### src/rtl/rf_port_arbiter.sv
// Two-requester arbiter sharing one single-port register file via an IDLE/SETUP/STROBE/DONE sequence.
// Define RFARB_ROUND_ROBIN_EN for round-robin on simultaneous requests; default is fixed priority to A.
module rf_port_arbiter #(
  parameter int DATA_W = 8,
  parameter int ADDR_W = 2
) (
  input  logic              clk,
  input  logic              rst,
  input  logic              req_a,
  input  logic              req_b,
  input  logic              we_a,
  input  logic              we_b,
  input  logic [ADDR_W-1:0] addr_a,
  input  logic [ADDR_W-1:0] addr_b,
  input  logic [DATA_W-1:0] wdata_a,
  input  logic [DATA_W-1:0] wdata_b,
  output logic              gnt_a,
  output logic              gnt_b,
  output logic              done_a,
  output logic              done_b,
  output logic [DATA_W-1:0] rdata,
  output logic [ADDR_W-1:0] rf_address,
  output logic [DATA_W-1:0] rf_write_data,
  output logic              rf_reg_write,
  input  logic [DATA_W-1:0] rf_out,
  output logic [7:0]        txn_count
);

  typedef enum logic [1:0] {IDLE, SETUP, STROBE, DONE} state_t;

  state_t              state, state_nxt;
  logic                we_l, we_l_nxt;
  logic                win_b;
  logic                gnt_a_nxt, gnt_b_nxt, done_a_nxt, done_b_nxt;
  logic                rf_reg_write_nxt;
  logic [ADDR_W-1:0]   rf_address_nxt;
  logic [DATA_W-1:0]   rf_write_data_nxt, rdata_nxt;
  logic [7:0]          txn_count_nxt;
`ifdef RFARB_ROUND_ROBIN_EN
  logic                last_b, last_b_nxt;
`endif

  // All outputs are flops so rf_reg_write cannot glitch and reset clears them at once.
  always_ff @(posedge clk or posedge rst) begin
    if (rst) begin
      state         <= IDLE;
      we_l          <= 1'b0;
      gnt_a         <= 1'b0;
      gnt_b         <= 1'b0;
      done_a        <= 1'b0;
      done_b        <= 1'b0;
      rf_reg_write  <= 1'b0;
      rf_address    <= '0;
      rf_write_data <= '0;
      rdata         <= '0;
      txn_count     <= 8'd0;
`ifdef RFARB_ROUND_ROBIN_EN
      last_b        <= 1'b1;
`endif
    end else begin
      state         <= state_nxt;
      we_l          <= we_l_nxt;
      gnt_a         <= gnt_a_nxt;
      gnt_b         <= gnt_b_nxt;
      done_a        <= done_a_nxt;
      done_b        <= done_b_nxt;
      rf_reg_write  <= rf_reg_write_nxt;
      rf_address    <= rf_address_nxt;
      rf_write_data <= rf_write_data_nxt;
      rdata         <= rdata_nxt;
      txn_count     <= txn_count_nxt;
`ifdef RFARB_ROUND_ROBIN_EN
      last_b        <= last_b_nxt;
`endif
    end
  end

  always_comb begin
    state_nxt = state;
    case (state)
      IDLE:    if (req_a || req_b) state_nxt = SETUP;
      SETUP:   state_nxt = we_l ? STROBE : DONE;
      STROBE:  state_nxt = DONE;
      DONE:    state_nxt = IDLE;
      default: state_nxt = IDLE;
    endcase
  end

`ifdef RFARB_ROUND_ROBIN_EN
  assign win_b = req_b && (!req_a || !last_b);
`else
  assign win_b = req_b && !req_a;
`endif

  // Computes next values for the registered outputs; the latched request lives in we_l/rf_address/rf_write_data.
  always_comb begin
    we_l_nxt          = we_l;
    gnt_a_nxt         = gnt_a;
    gnt_b_nxt         = gnt_b;
    done_a_nxt        = 1'b0;
    done_b_nxt        = 1'b0;
    rf_reg_write_nxt  = 1'b0;
    rf_address_nxt    = rf_address;
    rf_write_data_nxt = rf_write_data;
    rdata_nxt         = rdata;
    txn_count_nxt     = txn_count;
`ifdef RFARB_ROUND_ROBIN_EN
    last_b_nxt        = last_b;
`endif
    case (state)
      IDLE: begin
        if (req_a || req_b) begin
          gnt_a_nxt         = !win_b;
          gnt_b_nxt         = win_b;
          we_l_nxt          = win_b ? we_b : we_a;
          rf_address_nxt    = win_b ? addr_b : addr_a;
          rf_write_data_nxt = win_b ? wdata_b : wdata_a;
`ifdef RFARB_ROUND_ROBIN_EN
          last_b_nxt        = win_b;
`endif
        end
      end
      SETUP: begin
        if (we_l) begin
          rf_reg_write_nxt = 1'b1;
        end else begin
          rdata_nxt     = rf_out;
          done_a_nxt    = gnt_a;
          done_b_nxt    = gnt_b;
          txn_count_nxt = txn_count + 8'd1;
        end
      end
      STROBE: begin
        done_a_nxt    = gnt_a;
        done_b_nxt    = gnt_b;
        txn_count_nxt = txn_count + 8'd1;
      end
      DONE: begin
        gnt_a_nxt = 1'b0;
        gnt_b_nxt = 1'b0;
      end
      default: begin
        gnt_a_nxt = 1'b0;
        gnt_b_nxt = 1'b0;
      end
    endcase
  end

endmodule

### config.mk
export PLATFORM = sky130hd
export DESIGN_NAME = rf_port_arbiter
export DESIGN_NICKNAME = d
export VERILOG_FILES = /design/src/rtl/rf_port_arbiter.sv
export SDC_FILE = /design/constraint.sdc
export NUM_CORES = 1
export LEC_CHECK = 0
export BUFFER_PORTS_ARGS = -buffer_cell sky130_fd_sc_hd__buf_4
export CORE_ASPECT_RATIO = 1.75
export CORE_UTILIZATION = 47
export DETAILED_ROUTE_END_ITERATION = 8
export PLACE_DENSITY = 0.78
export RECOVER_POWER = 25
export SETUP_SLACK_MARGIN = 0.15
export SYNTH_ARGS = -nofsm -noshare
export SYNTH_HDL_FRONTEND = slang
export SYNTH_SLANG_ARGS = --single-unit
### constraint.sdc
create_clock -name clk -period 1.9 [get_ports clk]
set_input_delay 0.57 -clock clk [delete_from_list [all_inputs] [get_ports clk]]
set_output_delay 0.57 -clock clk [all_outputs]
set_load 0.05 [all_outputs]
==> metrics.txt <==
status=completed; Root Driver=clkbuf_8; vias post-DR=1,238; Buffers & Inverters on Critical Path=1; pins over their slew limit=0; slowest CP cell=dfrtp_1; Max-Cap Viols=0; Power Density=1950 nW/um^2; Final GP Congestion=0.744; critical-path cell list=inv_1, ha_1, nand2b_1, nand2_1, mux2_1; cell area after synthesis=1580 sq um; first-pass GRT wire length=5440 um; Hold EP=txn_count[7]; Worst Path Arrival=1.83 ns; RR Endpoint=txn_count[1]; Clock Skews=0.00761 ns; half-perimeter wire length after placement=2630 um; Final Hold Violating Endpoints=0; RSZ-0062 raised after global routing=true; Syn Area/Cell=12.7 sq um; Residual DRC=0; CTS buffer count=5; Hold Startpoint=txn_count[7]; diodes inserted=0; Post-Syn Nets=165; Max-slew headroom=0.463; FF+latch count, synth=34; layout cells sized above 1=0.461; die width=45.8 um; # fillers=279; initial antenna violation count=0; Reg clk slew, reported paths=0.07 ns; WS Path Type=reg2reg; Hold Path Stages=1; ANT nets after route=0; synth-to-layout area growth=39.4%; most frequent cells in the layout=66 x buf_4, 34 x dfrtp_1, 22 x a22o_1; Period Utilization, post-route=0.875; Detailed Route WL=3370 um; Synth cell types=29; reg2reg path depth=5; Non-Filler Instances=236; die span in y=78.6 um; Core Rows=27; first drt pass iteration count=4; cell count after placement=228; CP delay by family, top=simple AND/OR/NAND/NOR gates; Max H-tree Level=2; Post-Synthesis Cells=124; Max Buffers Root-to-Sink=2; Critical Path Max Stage Delay=0.42 ns; CTS tree=built; Final Setup Violations=0; final net count=233; # port buffers=64; Peak VDD IR=0.00123 V; largest net degree at the start of global routing=35; Fmax achieved=601 MHz; CTS Sinks=34; endpoint type of the worst setup path=register; worst hold path type=reg2reg; drt initial violations=15; Worst R2R Start=state[1]; Overflow after GRT=0; wire length per cell=14.3 um; register area share after synthesis=0.540; P_leak=1.12 nW; Initial Util=0.496; vias in the first global route=1,262; startpoint types=register; vias per cell=5.25; yosys warns=0; setup TNS=0 ns; clk_lat worst skew=0.28 ns; reg2reg setup slack=0.24 ns; minimum clock period=1.66 ns; critical path data required time=2.07 ns; most common cell after layout, fill and taps aside=buf_4; measured slew at the worst slew-check pin=0.806 ns; GRT Total Usage=0.209; critical path peak fanout=8; die area=3600 sq um; core area=3180 sq um; io pins=65
==> metrics by stage <==
step	cell area (sq um)	worst slack (ns)	total power [mW]	hold WS (ns)	utilization
after floorplan	1580	0.387	3.01	0.491	-
after global placement	2100	0.201	3.68	0.459	0.660
after detailed placement	2100	0.114	3.76	0.467	0.660
after CTS	2190	0.196	4.31	0.389	0.690
after global routing	2200	0.128	4.54	0.501	0.691
final	2200	0.237	4.29	0.469	0.691
==> sequential cells by signal, indices dropped and copies added (netlist names) <==
signal,count
done_a,1
done_b,1
gnt_a,1
gnt_b,1
rdata,8
rf_address,2
rf_reg_write,1
rf_write_data,8
state,2
txn_count,8
we_l,1
==> synthesized netlist by cell type <==
master    count  area (sq um)
nand3_1       2          10.0
a22o_1       22           193
inv_1         4          15.0
mux2_1        3          33.8
o21ai_0       1          5.00
and2_1        1          6.26
a21boi_1      1          7.51
nor2b_1       2          12.5
nor3b_1       1          7.51
mux2_2        7          78.8
nor3b_2       1          12.5
a21o_1        1          7.51
a211oi_2      3          37.5
buf_6         1          11.3
nand2b_1      2          12.5
xor2_1        7          61.3
o211a_1       1          10.0
a211oi_1      1          7.51
clkbuf_1      1          3.75
ha_1          7          87.6
buf_4         1          7.51
nor2_1        3          11.3
buf_2         4          20.0
o31ai_1       2          15.0
nand2_1       5          18.8
nand4_1       1          6.26
dfrtp_1      34           851
o21ai_1       2          10.0
a21oi_1       3          15.0
==> per-layer routing <==
| layer | vias up | global-route usage | share of wire |
|---|---|---|---|
| met3 | 7 | 0.0621 | 0.051 |
| met1 | 597 | 0.197 | 0.33 |
| met5 | - | 0 | 0 |
| met2 | 52 | 0.386 | 0.59 |
| met4 | 0 | 0.0912 | 0.026 |
| li1 | 582 | - | - |
==> power breakdown <==
| part | switching [mW] | internal [mW] | leakage [nW] | total, mW |
|---|---|---|---|---|
| combinational | 1.59 | 0.861 | 0.647 | 2.45 |
| clock | 0.255 | 0.291 | 0.0472 | 0.546 |
| sequential | 0.249 | 1.05 | 0.423 | 1.30 |
| total | 2.09 | 2.20 | 1.12 | 4.29 |
==> cells by family (layout without fill, tap and decap cells) <==
kind of cell | Yosys count | after routing | share of synthesized area
multiplexers | 10 | 10 | 0.0715
XOR/XNOR | 7 | 7 | 0.0389
AO/OA/AOI/OAI | 37 | 37 | 0.195
flip-flops | 34 | 34 | 0.540
buffers and inverters | 11 | 80 | 0.0365
adder cells (fa/ha/maj) | 7 | 7 | 0.0556
AND/OR/NAND/NOR | 18 | 18 | 0.0620
==> repair_timing <==
action                                 in CTS  in global routing
endpoints found under the hold margin       0                  0
setup buffers                               0                  0
hold buffers                                0                  0
gates resized for setup                     0                  2
setup endpoints to repair                   0                 12
==> final cells by class <==
type | instances | area (sq um) | share of cell area
Tap cell | 43 | 53.8 | 0.0245
Inverter | 4 | 15.0 | 0.00684
Sequential cell | 34 | 851 | 0.387
Timing Repair Buffer | 68 | 508 | 0.231
Clock inverter | 2 | 12.5 | 0.00570
Clock buffer | 6 | 82.6 | 0.0376
Multi-Input combinational cell | 79 | 673 | 0.307
==> how the worst max path moves through the flow <==
stage / endpoint / slack, ns / cells after the start / start
finish: txn_count[1] / 0.24 / 5 / state[1]
global route: txn_count[1] / 0.13 / 5 / state[1]
CTS: txn_count[1] / 0.20 / 5 / state[0]
detailed placement: rf_write_data[0] / 0.11 / 4 / req_a
global placement: rf_write_data[7] / 0.20 / 4 / req_a
floorplan: state[1] / 0.39 / 5 / state[0]
(Power assumes the default switching activity.)
